===== config.mk =====
export PLATFORM = sky130hd
export DESIGN_NAME = xor_array_decoder_flat
export DESIGN_NICKNAME = d
export VERILOG_FILES = /design/src/rtl/xor_array_decoder_if.sv /design/src/rtl/xor_array_decoder.sv /design/src/flat_wrapper.sv
export SDC_FILE = /design/constraint.sdc
export NUM_CORES = 1
export LEC_CHECK = 0
export CAP_MARGIN = 30
export CORE_ASPECT_RATIO = 1.2
export CORE_MARGIN = 2
export CORE_UTILIZATION = 48
export DETAILED_ROUTE_END_ITERATION = 8
export GPL_TIMING_DRIVEN = 0
export PLACE_DENSITY = 0.81
export RECOVER_POWER = 25
export SYNTH_ARGS = -nofsm -noshare
export SYNTH_HDL_FRONTEND = slang
export SYNTH_SLANG_ARGS = --single-unit
export TNS_END_PERCENT = 50

===== constraint.sdc =====
create_clock -name clk -period 2.3 [get_ports clk]
set_clock_uncertainty 0.2 [all_clocks]
set_input_delay 0.345 -clock clk [delete_from_list [all_inputs] [get_ports clk]]
set_output_delay 0.345 -clock clk [all_outputs]
set_load 0.1 [all_outputs]

===== src/rtl/xor_array_decoder_if.sv =====
// Valid/ready frame channel carrying LANES packed lane symbols.
interface xor_array_decoder_if #(
   parameter int unsigned LANES = 4,
   parameter int unsigned WIDTH = 2
);
   logic             valid;
   logic             ready;
   logic [WIDTH-1:0] data [0:LANES-1];

   // Producer side drives valid/data, consumer side drives ready.
   modport master (output valid, output data, input ready);
   modport slave  (input valid, input data, output ready);
endinterface


===== src/rtl/xor_array_decoder.sv =====
// Sequential differential-XOR decoder: one lane per clock, d[i] = e[i] ^ d[i-1], d[-1] = SEED.
module xor_array_decoder #(
   parameter int unsigned           LANES = 4,
   parameter int unsigned           WIDTH = 2,
   parameter logic [WIDTH-1:0]      SEED  = '0
) (
   input  logic                      clk,
   input  logic                      rst_n,
   xor_array_decoder_if.slave        in_if,
   xor_array_decoder_if.master       out_if,
   output logic                      busy
);

   localparam int unsigned KW    = $clog2(LANES);
   localparam logic [KW-1:0] KLast = KW'(LANES - 1);

   typedef enum logic [1:0] {StIdle, StDecode, StOutput} state_e;

   state_e           state_q, state_d;
   logic [KW-1:0]    k_q;
   logic [WIDTH-1:0] acc_q;
   logic [WIDTH-1:0] frame_q    [0:LANES-1];
   logic [WIDTH-1:0] out_data_q [0:LANES-1];

   // State register with synchronous active-low reset.
   always_ff @(posedge clk) begin
      if (!rst_n) begin
         state_q <= StIdle;
      end else begin
         state_q <= state_d;
      end
   end

   // Next-state logic: accept in IDLE, walk all lanes, hold result until consumed.
   always_comb begin
      state_d = state_q;
      unique case (state_q)
         StIdle:   if (in_if.valid)       state_d = StDecode;
         StDecode: if (k_q == KLast)      state_d = StOutput;
         StOutput: if (out_if.ready)      state_d = StIdle;
         default:                         state_d = StIdle;
      endcase
   end

   // Datapath: capture frame on accept, then fold one lane per cycle into the chain.
   always_ff @(posedge clk) begin
      if (!rst_n) begin
         k_q   <= '0;
         acc_q <= SEED;
         for (int i = 0; i < LANES; i++) begin
            frame_q[i]    <= '0;
            out_data_q[i] <= '0;
         end
      end else begin
         unique case (state_q)
            StIdle: begin
               if (in_if.valid) begin
                  frame_q <= in_if.data;
                  acc_q   <= SEED;
                  k_q     <= '0;
               end
            end
            StDecode: begin
               out_data_q[k_q] <= frame_q[k_q] ^ acc_q;
               acc_q           <= frame_q[k_q] ^ acc_q;
               // Counter parks on the last lane rather than wrapping.
               if (k_q != KLast) begin
                  k_q <= k_q + KW'(1);
               end
            end
            default: ;
         endcase
      end
   end

   // Outputs decode from the state register only; in_ready is also gated by reset.
   always_comb begin
      in_if.ready  = rst_n && (state_q == StIdle);
      out_if.valid = (state_q == StOutput);
      out_if.data  = out_data_q;
      busy         = (state_q != StIdle);
   end

endmodule


===== src/flat_wrapper.sv =====
// flat-port wrapper written by rule: the top's interface ports become plain ports
module xor_array_decoder_flat 
#(
   parameter int unsigned           LANES = 4,
   parameter int unsigned           WIDTH = 2,
   parameter logic [WIDTH-1:0]      SEED  = '0
)
  (clk, rst_n, busy, in_if_valid, in_if_data, in_if_ready, out_if_valid, out_if_data, out_if_ready);
  xor_array_decoder_if #(.LANES(LANES), .WIDTH(WIDTH)) in_if_i ();
  xor_array_decoder_if #(.LANES(LANES), .WIDTH(WIDTH)) out_if_i ();
  input  logic clk;
  input  logic rst_n;
  output logic busy;
  input wire logic [$bits(in_if_i.valid)-1:0] in_if_valid;
  input wire logic [$bits(in_if_i.data)-1:0] in_if_data;
  output wire logic [$bits(in_if_i.ready)-1:0] in_if_ready;
  output wire logic [$bits(out_if_i.valid)-1:0] out_if_valid;
  output wire logic [$bits(out_if_i.data)-1:0] out_if_data;
  input wire logic [$bits(out_if_i.ready)-1:0] out_if_ready;
  assign in_if_i.valid = in_if_valid;
  assign in_if_i.data = {>>{in_if_data}};
  assign in_if_ready = in_if_i.ready;
  assign out_if_valid = out_if_i.valid;
  assign out_if_data = {>>{out_if_i.data}};
  assign out_if_i.ready = out_if_ready;
  xor_array_decoder #(.LANES(LANES), .WIDTH(WIDTH), .SEED(SEED)) u_core (.clk(clk), .rst_n(rst_n), .in_if(in_if_i), .out_if(out_if_i), .busy(busy));
endmodule

==> impl_metrics.toml, run 1 <==
[global_routing]
grt_max_degree = 13
grt_overflow = 0
grt_use_total = 0.178
grt_pass1_vias = 715
grt_pass1_wl_mm = 3.06
grt_antenna_before_repair = 0

[timing]
worst_slew_pin_slew_ns = 0.961
setup_tns_ns = 0
fin_crit_sh = 0.953
fmax_mhz = 456
setup_violations = 0
slew_viol_final = 0
rsz0062_at_grt = "yes"
maxSlewHeadroom = 0.362
finalHoldViolCount = 0
period_needed_ns = 2.19

[power_and_ir_drop]
power.internal_mw = 0.553
p_clk_frac = 0.273
vdd_drop_max_mv = 0.454
p_sw_mw = 0.236
p_per_area_nw_per_um2 = 635
pwr-share-seq = 0.524
power_frac_comb = 0.204
p_leak_nw = 0.525
finalPower_mw = 0.789
switching_share = 0.299

[clock_tree]
htree_levels = 1
cts_tree = "done"
clk_latency_ns = 0.31
hold_buffers = 0
clkTransAtPathRegs_ns = 0.12
root_buffer = "clkbuf_4"
clockBufferDepth = 2
cts.sinks = 22
cts_setup_buffers = 0
cts_made_buffers = 3

[place]
place_area_sq_um = 1230
port_buffers = 21
place_congestion = 0.733
dp_hpwl_mm = 1.38

[detailed_routing]
antenna_left = 0
remaining_drc_errors = 0
vias_per_cell = 5.48
num_vias = 811
drt_iter0_markers = 16
wl_per_cell_um = 12.3
wl_mm = 1.82
dr.pass1.iters = 6

[hold_path]
hp-class = "input port to flip-flop"
hold_path_depth = 2
min_to = "u_core.state_q[1]"
min_from = "rst_n"

[yosys]
seq_area_frac_synth = 0.447
netlist_instances = 104
ys_top_cells_by_area = "dfxtp_1 45%, mux2i_1 9.1%, a21oi_1 5.1%"
synth_top_area_frac = 0.447
netlist_top_cells_count = "22 x dfxtp_1, 10 x a21oi_1, 10 x o21ai_0"
yosys.area.top_type = "dfxtp_1"
synth.distinct_cells = 24
synth_top_flop_cell = "dfxtp_1"
yosysMostFrequentCell = "dfxtp_1"
synth_seq_cells = 22
syn_area_per_cell_sq_um = 9.47
ys_warn_count = 0
syn-cell-area_sq_um = 985
ys_async_sr_fraction = 0
synth-edff-count = 0
syn_nets = 120

[final_layout]
final_area_sq_um = 1240
layout-area-overhead-vs-synth_pct = 26.0
drive_gt1_frac = 0.0930
nets = 146
n_antenna_cell = 0

[floorplanning]
die_w_um = 45.3
core_area_sq_um = 1890
io_pins = 23
start_util = 0.520
rows = 17
die_h_um = 53.6
die_area_sq_um = 2430

[setup_path]
crit_required_ns = 1.75
r2r-end = "u_core.out_if.data[5]"
criticalPathCategory = "flip-flop to primary output"
cpLargestDelayFamily = "buffers and inverters"
path_cells = "clkbuf_1 -> or2_2 -> clkbuf_4"
cp_slowest_cell = "dfxtp_1"
cp.buffers_inverters = 2
cp-end-kind = "primary output"
r2r_slack_ns = 0.42
reg2reg_from = "u_core.k_q[0]"
r2r_cells = 3
worstPathMaxFanout = 10
crit_arrival_ns = 1.65
critical_path.max_stage_delay_ns = 0.42
cp-start-kind = "flip-flop"
cp.depth = 3

[status]
outcome = "completed"

[flow_run]
maxCapViolations = 0
stage by stage:
stage	setup WS [ns]	hold WS, ns	util	std cells
2_1_floorplan	-0.0183	0.255	-	104
3_3_place_gp	-0.588	0.271	0.648	144
3_5_place_dp	-0.599	0.286	0.648	144
4_1_cts	-0.0281	0.183	0.656	148
5_1_grt	-0.000656	0.224	0.656	148
6_report	0.107	0.180	0.656	148
metal layers:
layer  wire length [um]  vias to the layer above  track usage  part of all wire
met1                753                      370        0.200              0.41
met3                 70                        5       0.0302             0.039
met4                 43                        0       0.0882             0.024
li1                   -                      410            -                 -
met5                  0                        -            0                 0
met2                949                       26        0.319              0.52
worst register-to-register path: cells and delay by family, from the launching register on:
family / cells / cell delay [ns]
compound gates: 1 / 0.12
xor+xnor: 1 / 0.33
flops: 1 / 0.52
mux: 1 / 0.59
kinds of logic (layout without fill, tap and decap cells):
kind of cell / count (synthesis) / in the layout / share of synthesized area
muxes: 11 / 11 / 0.137
DFF: 22 / 22 / 0.447
and+or+nand+nor: 32 / 32 / 0.182
adders and majority gates: 4 / 4 / 0.0508
AOI/OAI and AO/OA: 24 / 24 / 0.130
buffers and inverters: 9 / 34 / 0.0356
xor gates and xnor gates: 2 / 2 / 0.0178
sequential cells by signal (all words and copies together) (netlist names):
signal	count
u_core.acc_q	2
u_core.state_q	2
u_core.k_q	2
u_core.frame_q	8
u_core.out_if.data	8
timing repair:
action | in CTS | in global routing
endpoints found under the setup margin | 11 | 3
pin swaps | 0 | 0
gates resized for setup | 19 | 5
placed cells by master, fill, tap and decap left out, types with 2 or more instances in the layout:
master           Yosys  final
clkbuf_1             3      4
dfxtp_1             22     22
a31oi_1              2      2
dlygate4sd2_1        0      8
o21ai_0             10     10
and3b_1              4      4
inv_1                4      4
xnor2_1              2      2
nand3b_1             2      2
ha_1                 4      4
clkbuf_4             0      4
a21oi_1             10     10
nor2b_1              2      2
nand2_1              6      6
mux4_2               2      2
nor3b_1              4      4
nor2_1               9      8
clkdlybuf4s50_1      0      9
nor3_1               2      2
mux2i_1              9      9
power by group through the flow:
stage / combinational (mW) / clock [mW] / sequential (mW)
after floorplan: 0.0831 / 0 / 0.457
after global placement: 0.163 / 0 / 0.421
after detailed placement: 0.167 / 0 / 0.422
after CTS: 0.161 / 0.222 / 0.413
after global routing: 0.173 / 0.234 / 0.416
final: 0.161 / 0.215 / 0.413
area by class of cell:
type	instances	area, sq um
well taps	19	23.8
fillers	173	652
multi-input cells	73	517
clock buffers	4	36.3
inverters	4	15.0
plain buffers	5	18.8
repair buffers	21	190
flip-flops and latches	22	440
how the worst max path moves through the flow:
stage	endpoint	slack, ns	start
after detailed placement	in_if_ready	-0.60	rst_n
after global routing	busy	-0.0007	u_core.state_q[0]
after CTS	in_if_ready	-0.03	u_core.state_q[0]
after global placement	in_if_ready	-0.59	rst_n
after floorplan	u_core.state_q[1]	-0.02	u_core.state_q[1]
final	busy	0.11	u_core.state_q[0]
Note: power is estimated with default switching activity, not from simulation.
==> run 2, diff against run 1 <==
Clock period 2.3 ns to 2.15 ns, I/O delays scaled along.
==> run 2 against run 1 <==
Compared with the run above:
- sequential share of layout area shrank 0.35 points
- hold slack worse by 0.023 ns
- core utilization grew 0.66 points
- power grew 7.1%
- non-clock buffer count unchanged
- highest routed layer unchanged
==> impl_metrics.toml, run 2 (synthesized netlist as in run 1, its figures left out) <==
[floorplanning]
die_area_sq_um = 2430
die_w_um = 45.3
core_area_sq_um = 1890
die_h_um = 53.6
start_util = 0.520
io_pins = 23
rows = 17

[timing]
fmax_mhz = 485
setup_slack_ns = 0.0900
finalHoldViolCount = 0
slew_viol_final = 0
worst_slew_pin_slew_ns = 0.962
rsz0062_at_grt = "no"
maxSlewHeadroom = 0.362
setup_violations = 0
period_needed_ns = 2.06
fin_crit_sh = 0.958

[clock_tree]
cts.sinks = 22
htree_levels = 1
cts_setup_buffers = 0
clk_latency_ns = 0.31
clkTransAtPathRegs_ns = 0.12
cts_tree = "done"
cts_made_buffers = 3
root_buffer = "clkbuf_4"
clockBufferDepth = 2

[global_routing]
grt_max_degree = 13
grt_pass1_wl_mm = 3.08
grt_antenna_before_repair = 0
grt_use_total = 0.179
grt_pass1_vias = 719
grt_overflow = 0

[detailed_routing]
antenna_left = 0
vias_per_cell = 5.45
wl_mm = 1.81
drt_iter0_markers = 15
num_vias = 807
remaining_drc_errors = 0
dr.pass1.iters = 4
wl_per_cell_um = 12.2

[final_layout]
drive_gt1_frac = 0.109
n_antenna_cell = 0
layout-area-overhead-vs-synth_pct = 27.3
nets = 146
layout_commonest_cell = "dfxtp_1"
final_cell_mix = "22 x dfxtp_1, 10 x o21ai_0, 10 x a21oi_1"
final_area_sq_um = 1250

[power_and_ir_drop]
finalPower_mw = 0.845
p_per_area_nw_per_um2 = 674
p_leak_nw = 0.532
vdd_drop_max_mv = 0.481

[flow_run]
maxCapViolations = 0

[place]
port_buffers = 21
place_congestion = 0.733
place_ws_ns = -0.704
dp_hpwl_mm = 1.38
place_area_sq_um = 1230

[setup_path]
worstPathMaxFanout = 10
crit_arrival_ns = 1.54
criticalPathCategory = "flip-flop to primary output"
cp-end-kind = "primary output"
crit_required_ns = 1.63
cp-start-kind = "flip-flop"

[status]
outcome = "completed"

[hold_path]
hp-class = "input port to flip-flop"
[run 2: report_power, final]
| part | internal (mW) | total, mW | switching [mW] |
|---|---|---|---|
| clock network | 0.104 | 0.230 | 0.126 |
| registers | 0.427 | 0.442 | 0.0144 |
| logic | 0.0619 | 0.174 | 0.112 |
[run 2: worst paths after layout]
check	slack, ns	start	to	cells after the start
setup / recovery	0.09	u_core.state_q[0]	in_if_ready	4
hold / removal	0.16	rst_n	u_core.state_q[1]	2
setup reg to reg	0.28	u_core.k_q[0]	u_core.out_if.data[7]	3
hold reg to reg	0.31	u_core.frame_q[0]	u_core.frame_q[0]	2
[run 2: repair_timing]
action	in CTS	in global routing
resized for setup	24	4
endpoints found under the setup margin	11	2
hold buffers	0	0
[run 2: per-layer routing]
| layer | wire (um) | vias to the layer above | GRT usage |
|---|---|---|---|
| met3 | 58 | 5 | 0.0302 |
| met2 | 932 | 20 | 0.319 |
| met4 | 43 | 0 | 0.0882 |
| met5 | 0 | - | 0 |
| met1 | 772 | 372 | 0.202 |
| li1 | - | 410 | - |
[run 2: critical path, cell delays in order, from the launching register on]
cell      delay [ns]
dfxtp_1         0.37
clkbuf_2        0.20
or2_2           0.34
nor2_4          0.09
buf_6           0.23
[run 2: cell type report]
type	instances	area, sq um
buffer	5	21.3
clock buffer	4	36.3
fill	170	639
inverter	4	15.0
multi-input combinational	73	517
sequential	22	440
tap	19	23.8
timing repair buffer	21	200
[run 2: stage by stage]
step | hold WS, ns | instances | setup TNS, ns | util
after detailed placement | 0.286 | 144 | -1.20 | 0.648
after global placement | 0.271 | 144 | -1.14 | 0.648
after CTS | 0.160 | 148 | 0 | 0.662
final | 0.157 | 148 | 0 | 0.662
after floorplan | 0.255 | 104 | -0.253 | -
after global routing | 0.202 | 148 | 0 | 0.662
==> run 3, diff against run 2 <==
Settings changed: CTS_CLUSTER_DIAMETER set to 60.
==> results of run 3 <==
Same layout as run 2: the final DEF is identical, and so are final timing and power.
